$ cat src/rtl/uart_sched_pkg.sv
// rtl/uart_sched_pkg.sv - shared types and defaults for the UART TX push-port scheduler
package uart_sched_pkg;

   typedef enum logic [0:0] {
      SCHED_IDLE  = 1'b0,
      SCHED_BURST = 1'b1
   } sched_state_e;

   localparam int SCHED_NUM_REQ    = 4;
   localparam int SCHED_DATA_WIDTH = 8;
   localparam int SCHED_TIMEOUT    = 255;

endpackage

$ cat src/rtl/uart_rr_arb.sv
// rtl/uart_rr_arb.sv - combinational round-robin pick starting just after the pointer
module uart_rr_arb #(
   parameter int NUM_REQ  = 4,
   parameter int ID_WIDTH = $clog2(NUM_REQ)
) (
   input  logic [NUM_REQ-1:0]  req_i,
   input  logic [ID_WIDTH-1:0] ptr_i,
   output logic [ID_WIDTH-1:0] idx_o,
   output logic                found_o
);

   always_comb begin
      idx_o   = '0;
      found_o = 1'b0;
      // The pointer itself is scanned last, so the previous owner has lowest priority.
      for (int k = 1; k <= NUM_REQ; k++) begin
         if (!found_o && req_i[(int'(ptr_i) + k) % NUM_REQ]) begin
            found_o = 1'b1;
            idx_o   = ID_WIDTH'((int'(ptr_i) + k) % NUM_REQ);
         end
      end
   end

endmodule

$ cat src/rtl/uart_tx_sched.sv
// rtl/uart_tx_sched.sv - frame-atomic round-robin scheduler for the UART TX FIFO push port
module uart_tx_sched
   import uart_sched_pkg::*;
#(
   parameter int NUM_REQ    = SCHED_NUM_REQ,
   parameter int DATA_WIDTH = SCHED_DATA_WIDTH,
   parameter int TIMEOUT    = SCHED_TIMEOUT,
   parameter int ID_WIDTH   = $clog2(NUM_REQ)
) (
   input  logic                          clk_i,
   input  logic                          rst_n_i,
   input  logic                          en_i,
   input  logic [NUM_REQ-1:0]            req_valid_i,
   input  logic [NUM_REQ*DATA_WIDTH-1:0] req_data_i,
   input  logic [NUM_REQ-1:0]            req_last_i,
   output logic [NUM_REQ-1:0]            req_ready_o,
   output logic                          push_o,
   output logic [DATA_WIDTH-1:0]         dat_o,
   input  logic                          full_i,
   output logic [NUM_REQ-1:0]            gnt_o,
   output logic                          busy_o,
   output logic                          timeout_o,
   output logic [ID_WIDTH-1:0]           timeout_id_o
);

   localparam int CNT_W = (TIMEOUT < 1) ? 1 : $clog2(TIMEOUT + 1);
   localparam logic [CNT_W-1:0] CNT_MAX = CNT_W'(TIMEOUT);

   sched_state_e        state_q, state_d;
   logic [ID_WIDTH-1:0] gnt_id_q, gnt_id_d;
   logic [ID_WIDTH-1:0] last_id_q, last_id_d;
   logic [CNT_W-1:0]    cnt_q, cnt_d;
   logic                timeout_q, timeout_d;
   logic [ID_WIDTH-1:0] timeout_id_q, timeout_id_d;

   logic [ID_WIDTH-1:0] arb_idx;
   logic                arb_found;

   uart_rr_arb #(
      .NUM_REQ  (NUM_REQ),
      .ID_WIDTH (ID_WIDTH)
   ) u_arb (
      .req_i   (req_valid_i),
      .ptr_i   (last_id_q),
      .idx_o   (arb_idx),
      .found_o (arb_found)
   );

   always_ff @(posedge clk_i or negedge rst_n_i) begin
      if (!rst_n_i) begin
         state_q      <= SCHED_IDLE;
         gnt_id_q     <= '0;
         last_id_q    <= ID_WIDTH'(NUM_REQ - 1);
         cnt_q        <= '0;
         timeout_q    <= 1'b0;
         timeout_id_q <= '0;
      end else begin
         state_q      <= state_d;
         gnt_id_q     <= gnt_id_d;
         last_id_q    <= last_id_d;
         cnt_q        <= cnt_d;
         timeout_q    <= timeout_d;
         timeout_id_q <= timeout_id_d;
      end
   end

   always_comb begin
      state_d      = state_q;
      gnt_id_d     = gnt_id_q;
      last_id_d    = last_id_q;
      cnt_d        = cnt_q;
      timeout_d    = 1'b0;
      timeout_id_d = timeout_id_q;
      req_ready_o  = '0;
      push_o       = 1'b0;
      dat_o        = '0;
      gnt_o        = '0;

      unique case (state_q)
         SCHED_IDLE: begin
            if (en_i && arb_found) begin
               gnt_id_d = arb_idx;
               cnt_d    = '0;
               state_d  = SCHED_BURST;
            end
         end
         SCHED_BURST: begin
            gnt_o[gnt_id_q] = 1'b1;
            dat_o           = req_data_i[int'(gnt_id_q)*DATA_WIDTH +: DATA_WIDTH];
            // A stalled owner is revoked without accepting anything further from it.
            if (cnt_q == CNT_MAX) begin
               timeout_d    = 1'b1;
               timeout_id_d = gnt_id_q;
               last_id_d    = gnt_id_q;
               cnt_d        = '0;
               state_d      = SCHED_IDLE;
            end else begin
               req_ready_o[gnt_id_q] = ~full_i;
               push_o                = req_valid_i[gnt_id_q] & ~full_i;
               if (push_o) begin
                  cnt_d = '0;
                  if (req_last_i[gnt_id_q]) begin
                     last_id_d = gnt_id_q;
                     state_d   = SCHED_IDLE;
                  end
               end else if (!req_valid_i[gnt_id_q]) begin
                  cnt_d = cnt_q + CNT_W'(1);
               end
            end
         end
         default: state_d = SCHED_IDLE;
      endcase
   end

   assign busy_o       = (state_q == SCHED_BURST);
   assign timeout_o    = timeout_q;
   assign timeout_id_o = timeout_id_q;

endmodule

$ cat config.mk
export PLATFORM = sky130hd
export DESIGN_NAME = uart_tx_sched
export DESIGN_NICKNAME = d
export VERILOG_FILES = /design/src/rtl/uart_sched_pkg.sv /design/src/rtl/uart_rr_arb.sv /design/src/rtl/uart_tx_sched.sv
export SDC_FILE = /design/constraint.sdc
export NUM_CORES = 1
export LEC_CHECK = 0
export CORE_ASPECT_RATIO = 0.7
export CORE_UTILIZATION = 40
export DETAILED_ROUTE_END_ITERATION = 8
export GPL_TIMING_DRIVEN = 0
export PLACE_DENSITY = 0.85
export RECOVER_POWER = 25
export REMOVE_ABC_BUFFERS = 1
export SLEW_MARGIN = 20
export SYNTH_ARGS = -nofsm -noshare
export SYNTH_HDL_FRONTEND = slang
export SYNTH_SLANG_ARGS = --single-unit
export TNS_END_PERCENT = 10
$ cat constraint.sdc
create_clock -name clk_i -period 1.87 [get_ports clk_i]
set_input_delay 0.187 -clock clk_i [delete_from_list [all_inputs] [get_ports clk_i]]
set_output_delay 0.187 -clock clk_i [all_outputs]
set_load 0.01 [all_outputs]
==> impl_metrics.csv, run 1 <==
group,metric,value,unit
power,leakagePower,0.882,nW
floorplanning,fp-row-count,16,
cts,cts_buffers,3,
floorplanning,die_w,69.8,um
cts,cts_num_sinks,16,
timing,fin_ws,-0.0506,ns
route,drt_iter0_drc,73,
cts,cts-root-buf,"clkbuf_8",
cts,htreeDepth,1,
layout,fin_nets,241,
floorplanning,initial_utilization,44.0,%
cts,hold_buffers,0,
worst_setup_path,crit_fanout,5,
power,p_total,2.54,mW
timing,fin_crit_sh,103,%
timing,period_minus_slack,1.92,ns
timing,fmax,521,MHz
yosys,ys_types,40,
route,avgRoutedWirePerCell,17.6,um
layout,syn_to_final_growth,62.9,%
timing,worstMarginPinSlew,0.747,ns
timing,hold_viol_final,0,
worst_setup_path,worstPathArrival,2.10,ns
timing,rsz0062_at_grt,"true",
placement,dpl.hpwl,2920,um
worst_setup_path,path_class,"register to register",
timing,whs,0.441,ns
global_routing,track_usage,24.7,%
worst_setup_path,end_kind,"register",
worst_setup_path,cp.required,2.05,ns
route,vias,1303,
cts,cts_tree,"done",
power,irDropWorstVdd,639,uV
timing,fin_skew,0.00379,ns
layout,final_cell_mix,"46 x clkdlybuf4s50_1, 13 x buf_2, 11 x dfrtp_1",
placement,gp_congestion,0.854,
yosys,netlist_top_cells_area,"dfrtp_1 27%, mux4_1 16%, and2_1 4.4%",
route,dr.pass1.iters,5,
status,status,"complete, but fails checks",
timing,timing.final.setup_violations,8,
global_routing,antenna_found_initial,0,
layout,utilization,71.7,%
status,violations,"setup timing",
route,drtAntennaViolNets,0,
yosys,syn_area_per_cell,10.0,um2
cts,cts_max_path_buffers,2,
floorplanning,core_area,0.00292,mm2
worst_setup_path,start_kind,"register",
yosys,ys_warn_count,0,
yosys,syn-instance-count,128,
cts,insertion_delay,0.25,ns
yosys,ys_ff_latch,16,
yosys,yosys.area.top_type_share,27.2,%
worst_setup_path,reg2reg_slack,-0.05,ns
yosys,synth_top_area_cell,"dfrtp_1",
cts,clk_pin_slew,0.06,ns
global_routing,overflow,0,
placement,port_buffers,64,
yosys,yosysSeqAreaShare,31.3,%
timing,slew_viol_final,0,
route,viasPerCell,5.64,
layout,insertedDiodeCount,0,
floorplanning,dieArea,0.00345,mm2
floorplanning,io_pins,65,
yosys,syn_area,0.00129,mm2
layout,drive_gt1_share,29.2,%
placement,pre_cts_ws,-0.498,ns
global_routing,first_global_vias,1353,
layout,mostFrequentLayoutCell,"clkdlybuf4s50_1",
route,drc,0,
global_routing,grt_max_degree,23,
flow_run,drv_cap,0,
global_routing,grt_pass1_wl,6640,um
route,drt_wl_total,4080,um
worst_hold_path,min_path_type,"primary input to async pin",
timing,slew_headroom,50.1,%
floorplanning,die-height,49.4,um
power,p_per_area,1210,mW/mm2
-- logic make-up after synthesis --
logic type	share of synthesized area, %
AO/OA/AOI/OAI	15.5
adder cells (fa/ha/maj)	0.973
buffers and inverters	3.89
flip-flops	31.3
multiplexers	24.8
AND/OR/NAND/NOR	23.5
-- worst max-delay path, cell delays in order, from the launching register on --
cell and delay (ns):
dfrtp_4 0.50, buf_8 0.15, buf_6 0.13, mux2i_4 0.25
o22ai_4 0.14, a21oi_2 0.21, nand2b_4 0.17, mux2_4 0.30
-- routing by layer --
metal  global-route usage (%)  part of all wire [%]  vias to the layer above
met5                        0                     0                        -
met4                     5.00                  0.93                        0
met3                     5.17                   3.1                        4
met2                     42.8                    53                       34
met1                     32.2                    43                      652
li1                         -                     -                      613
-- flip-flops by register name, indices dropped and copies added, names as in the netlist --
| name | flops |
|---|---|
| busy_o | 1 |
| timeout_id_o | 2 |
| gnt_id_q | 2 |
| last_id_q | 2 |
| timeout_o | 1 |
| cnt_q | 8 |
-- per-stage QoR --
stage                     std cells  TNS [ns]  instance area [um2]
after floorplan                 123    -0.434                 1260
final                           231    -0.237                 2100
after global routing            231     -1.15                 2100
after detailed placement        223     -9.54                 1940
after CTS                       231    -0.142                 2040
after global placement          223     -7.99                 1940
-- synth_stat cells --
cell type and count:
or2_1 2, nor3b_1 4, nor2_2 1, buf_2 1
or2_2 3, mux2i_1 3, buf_6 1, mux2_2 3
clkbuf_1 3, nor2_1 10, mux4_2 1, a22o_1 3
mux2_1 2, nor2b_1 3, or3_1 1, dfrtp_1 14
o21a_1 1, a21oi_1 7, nor3_1 4, and2_1 9
nand2_2 1, ha_1 1, nand2_1 7, dfstp_2 2
o22ai_1 3, nand2b_1 5, a41o_2 1, o21ai_1 2
mux4_1 8, a41oi_2 1, nand4_1 1, a21o_1 1
o41ai_2 1, o2111ai_1 1, o21ai_0 4, o22ai_2 1
inv_1 6, nand3_1 4, and3_1 1, o41ai_1 1
-- timing repair --
action / in CTS / in global routing
gates resized for setup: 78 / 20
setup buffers: 4 / 0
pin swaps: 3 / 4
hold endpoints to repair: 0 / 0
endpoints found under the setup margin: 28 / 24
-- area by class of cell --
class / count / area, um2
inverters: 6 / 22.5
fillers: 206 / 827
multi-input cells: 101 / 945
clock buffers: 4 / 55.1
flip-flops and latches: 16 / 409
well taps: 36 / 45.0
repair buffers: 68 / 619
-- worst paths after layout --
kind,start,endpoint,cells after the start
setup / recovery,gnt_id_q[0]$_DFFE_PN0P_,last_id_q[0]$_DFFE_PN1P_,7
hold / removal,rst_n_i,gnt_id_q[0]$_DFFE_PN0P_,1
setup reg to reg,gnt_id_q[0]$_DFFE_PN0P_,last_id_q[0]$_DFFE_PN1P_,7
hold reg to reg,timeout_id_o[1]$_DFFE_PN0P_,timeout_id_o[1]$_DFFE_PN0P_,1
max in group asynchronous,rst_n_i,gnt_id_q[0]$_DFFE_PN0P_,1
min in group clk_i,timeout_id_o[1]$_DFFE_PN0P_,timeout_id_o[1]$_DFFE_PN0P_,1
-- report_power, final --
part	switching, mW	leakage (nW)	internal (mW)
registers	0.202	0.202	0.454
logic	0.698	0.651	0.874
clock network	0.121	0.0288	0.187
Power figures use the tool's default switching activity.
==> inputs of run 2 (changes only) <==
--- a/config.mk
+++ b/config.mk
@@ -8,7 +8,6 @@
 export CORE_ASPECT_RATIO = 0.7
 export CORE_UTILIZATION = 40
 export DETAILED_ROUTE_END_ITERATION = 8
-export GPL_TIMING_DRIVEN = 0
 export PLACE_DENSITY = 0.85
 export RECOVER_POWER = 25
 export REMOVE_ABC_BUFFERS = 1
==> impl_metrics.csv, run 2 (synthesis results as in run 1) <==
group,metric,value,unit
status,status,"complete, but fails checks",
status,violations,"setup timing",
timing,timing.final.setup_violations,6,
floorplanning,initial_utilization,44.0,%
power,seq_power_share,18.7,%
worst_setup_path,path_class,"register to register",
layout,utilization,80.3,%
cts,cts_max_path_buffers,2,
route,dr.pass1.iters,4,
layout,regArea,404,um2
layout,mostFrequentLayoutCell,"clkdlybuf4s50_1",
worst_setup_path,cp_top_family,"multiplexers",
layout,fin_nets,271,
worst_setup_path,start_kind,"register",
cts,clk_pin_slew,0.06,ns
timing,slew_viol_final,0,
worst_setup_path,cp.required,2.05,ns
route,vias,1454,
timing,slew_headroom,36.6,%
layout,insertedDiodeCount,0,
timing,rsz0062_at_grt,"true",
floorplanning,fp-row-count,16,
global_routing,first_global_vias,1416,
layout,drive_gt1_share,39.1,%
timing,fin_ws,-0.0658,ns
floorplanning,dieArea,0.00345,mm2
power,switching_share,38.2,%
route,viasPerCell,5.57,
power,intPower,1.81,mW
floorplanning,die_w,69.8,um
layout,syn_to_final_growth,82.4,%
layout,fill_cells,185,
global_routing,overflow,0,
power,p_comb_share,70.6,%
floorplanning,io_pins,65,
timing,worstMarginPinSlew,0.951,ns
global_routing,antenna_found_initial,0,
global_routing,grt_max_degree,18,
placement,gp_congestion,0.893,
timing,fmax,517,MHz
timing,hold_viol_final,0,
layout,largest_reg_flops,8,
floorplanning,core_area,0.00292,mm2
timing,whs,0.529,ns
worst_setup_path,crit_path_top_delay_cell,"mux4_1",
route,drc,0,
power,pwr-share-clk,10.7,%
power,p_per_area,1250,mW/mm2
worst_setup_path,critical_path.max_stage_delay,0.57,ns
layout,regMostFlops,"cnt_q",
worst_setup_path,end_kind,"register",
global_routing,track_usage,27.3,%
layout,multi_input_area,917,um2
placement,port_buffers,64,
power,switching_power,1.12,mW
timing,fin_skew,0.00375,ns
worst_setup_path,crit_fanout,5,
placement,pre_cts_ws,-0.227,ns
cts,cts_tree,"done",
route,avgRoutedWirePerCell,18.7,um
power,irDropWorstVdd,580,uV
floorplanning,die-height,49.4,um
cts,cts_num_sinks,16,
layout,final_cell_mix,"46 x clkdlybuf4s50_1, 29 x buf_4, 13 x dfrtp_1",
worst_setup_path,crit_buf_inv,1,
power,leakagePower,1.04,nW
worst_setup_path,cp_cell_sequence,"clkbuf_16, mux4_1, a21oi_2, nand2b_4, mux2_1",
cts,htreeDepth,1,
flow_run,drv_cap,0,
worst_hold_path,min_path_type,"register to register",
placement,dpl.hpwl,3420,um
global_routing,grt_pass1_wl,7210,um
route,drtAntennaViolNets,0,
worst_setup_path,worstPathArrival,2.12,ns
timing,fin_crit_sh,104,%
cts,insertion_delay,0.26,ns
timing,period_minus_slack,1.94,ns
route,drt_wl_total,4880,um
cts,cts_buffers,3,
cts,cts-root-buf,"clkbuf_8",
route,drt_iter0_drc,85,
run 2: worst paths after layout:
| check | from | to | slack, ns | cells after the start |
|---|---|---|---|---|
| setup / recovery | gnt_id_q[0]$_DFFE_PN0P_ | last_id_q[0]$_DFFE_PN1P_ | -0.07 | 5 |
| max in group asynchronous | rst_n_i | gnt_id_q[0]$_DFFE_PN0P_ | 0.62 | 2 |
| hold / removal | timeout_id_o[1]$_DFFE_PN0P_ | timeout_id_o[1]$_DFFE_PN0P_ | 0.53 | 1 |
| hold reg to reg | timeout_id_o[1]$_DFFE_PN0P_ | timeout_id_o[1]$_DFFE_PN0P_ | 0.53 | 1 |
| setup reg to reg | gnt_id_q[0]$_DFFE_PN0P_ | last_id_q[0]$_DFFE_PN1P_ | -0.07 | 5 |
| min in group asynchronous | rst_n_i | busy_o$_DFF_PN0_ | 0.61 | 2 |
run 2: metal layers:
| metal | vias up | global-route usage, % | wire, um |
|---|---|---|---|
| met4 | 0 | 9.00 | 90 |
| met5 | - | 0 | 0 |
| met3 | 13 | 5.99 | 235 |
| met1 | 728 | 34.0 | 2050 |
| li1 | 673 | - | - |
| met2 | 40 | 47.3 | 2500 |
run 2: power groups by stage:
stage / combinational [mW] / sequential (mW) / clock, mW
detailed placement: 1.75 / 0.532 / 0
floorplan: 0.762 / 0.612 / 0
finish: 2.07 / 0.547 / 0.312
CTS: 1.77 / 0.529 / 0.317
global route: 2.19 / 0.558 / 0.331
global placement: 1.68 / 0.524 / 0
run 2: layout make-up:
class / count / area share (%)
Clock buffer: 4 / 2.35
Multi-Input combinational cell: 101 / 39.1
Sequential cell: 16 / 17.2
Tap cell: 36 / 1.92
Timing Repair Buffer: 98 / 38.5
Inverter: 6 / 0.960
run 2: worst register-to-register path: cells and delay by family, from the launching register on:
| kind | cells | cell delay (ns) |
|---|---|---|
| AO/OA/AOI/OAI | 1 | 0.21 |
| buffers and inverters | 1 | 0.17 |
| flip-flops | 1 | 0.43 |
| multiplexers | 2 | 0.89 |
| AND/OR/NAND/NOR | 1 | 0.16 |
run 2: repair_timing:
action,CTS,global route
hold buffers,0,0
gates resized for setup,50,34
cloned,1,1
pin swaps,0,8
setup buffers,1,4
setup endpoints to repair,22,20
run 2: stage by stage:
step	TNS (ns)	instances	power [mW]	cell area [um2]
floorplan	-0.434	123	1.37	1260
global placement	-1.04	250	2.20	2170
detailed placement	-1.98	250	2.28	2170
CTS	-0.589	256	2.62	2230
global route	-0.494	261	3.08	2350
finish	-0.236	261	2.92	2350
==> patch (flow settings as in run 2) <==
`SCHED_TIMEOUT`: 255 -> 510.
--- a/src/rtl/uart_sched_pkg.sv
+++ b/src/rtl/uart_sched_pkg.sv
@@ -9,5 +9,5 @@
    localparam int SCHED_NUM_REQ    = 4;
    localparam int SCHED_DATA_WIDTH = 8;
-   localparam int SCHED_TIMEOUT    = 255;
+   localparam int SCHED_TIMEOUT    = 510;
 
 endpackage
Check against the original RTL: not settled (the Yosys comparison gave no result); the edit may change what the design does.
==> patch against run 2 <==
The run still ends with setup timing left. Sequential cell count rose by 1. Via count up 12%. Worst setup slack improved by 0.0086 ns. Cell area rose by 4.3%. Clock power decreased by 11%. Clock skew shrank 0.0011 ns. Combinational power shrank 5%. Routed wire length grew 4.3%. Hold slack about the same. Non-clock buffer count is 1 lower. Total power fell by 4.5%. Synthesized area is 11% higher. Critical endpoint is now cnt_q[1].
==> patch: results (changes against run 2) <==
metric,value,unit,change
violations,setup timing,,
yosysSeqAreaShare,0.2984,,-0.01480
netlist_instances,140,,+9.4%
syn_to_final_growth,70.59,%,
critical_path.max_fanout,7,,+2
synth_commonest_cells,"dfrtp_1 (15), inv_1 (13), nand2_1 (11)",,
fp.dieW,73.56,µm,+5.4%
drive_gt1_frac,0.3948,,+0.003739
setup_tns,-0.06344,ns,+0.1723 ns
num-nonclk-inverters,14,,+8
dr_wl_met2,2576,µm,+3.0%
status,"complete, but fails checks",,
max_stage_delay,0.62,ns,+0.05 ns
pre_cts_ws,-0.2441,ns,-0.01705 ns
use_met2,0.4709,,-0.001808
finalHoldWorstSlack,0.5293,ns,+0.0002190 ns
grt_first_pass_wirelength,7638,µm,+5.9%
signal_buffers,97,,-1.0%
worst_pin_slew,0.9161,ns,-0.03510 ns
fillers,225,,+22%
synthTopCellsByArea,"dfrtp_1 (26%), mux4_2 (16%), o22ai_2 (5.2%), and2_1 (3.9%), mux2_2 (3.9%)",,
dp_cells,274,,+9.6%
drt-initial-drc-count,81,,-4.7%
routed-wl-met3,331,µm,+41%
viasPerCell,5.800,,+4.1%
critPathArrivalTime,2.07,ns,-0.05 ns
setup_ws,-0.05722,ns,+0.008570 ns
synth_cell_types,41,,+2.5%
routedWlPerCell,18.18,µm,-2.7%
clkLatencyLatePin,0.26,ns,about the same
reg2reg_depth,4,,-1
grt_pass1_vias,1622,,+15%
gr-usage-all-layers,0.2696,,-0.003805
largest_register_ffs,9,,+1
skew,0.002693,ns,-0.001058 ns
final-seq-area,429.2,µm²,+6.2%
ir_drop,0.0009385,V,+62%
clock_tree_area_fraction,0.01841,,-0.005052
gp_congestion,0.9092,,+1.8%
met1_usage,0.3313,,-0.009018
cts_root_buf,clkbuf_8,,
setup_violations,2,,-4
grt.met3_usage,0.06589,,+0.005974
dp_hpwl,3930,µm,+15%
post_dp_cell_area,2349,µm²,+8.1%
clock_sinks,17,,+1
critPathSlowestCell,mux4_2,,
fin_nets,280,,+3.3%
buf_share,0.3570,,-0.02750
m1WireLength,2077,µm,+1.3%
multi_input_area_share,0.4036,,+0.01265
reg2reg_to,cnt_q[1],,
drt-total-wl,5091,µm,+4.3%
p_sw_frac,0.3982,,+0.01622
leakage,1.012,nW,-2.6%
patch: cell count changes after synthesis, sizes merged, moves of 3 or more:
cell,run 2,this run
inv,6,14
a221oi,0,7
a21oi,7,1
nor2,11,6
or2,5,0
nand2b,5,1
o22ai,4,8
a22o,3,0
nand2,8,11
o211ai,0,3
patch: kinds of logic (layout without fill, tap and decap cells):
logic type,after synthesis,count (layout),share of synthesized area
compound gates,30,30,0.1981
fa+ha+maj,2,2,0.01745
buf+inv,22,115,0.06632
simple gates,52,52,0.2007
flops,17,17,0.2984
mux,17,17,0.2190
patch: power by group through the flow:
stage	registers (mW)	clock network, mW	logic, mW
floorplan	0.648	0	0.853
global placement	0.545	0	1.81
detailed placement	0.555	0	1.88
CTS	0.549	0.283	1.84
global route	0.568	0.296	2.06
finish	0.556	0.279	1.96
patch: what timing repair did:
action	in CTS	in global routing
pin swaps	4	2
hold endpoints to repair	0	0
buffers inserted	2	0
resized for setup	57	21
setup endpoints to repair	28	17
hold buffers	0	0
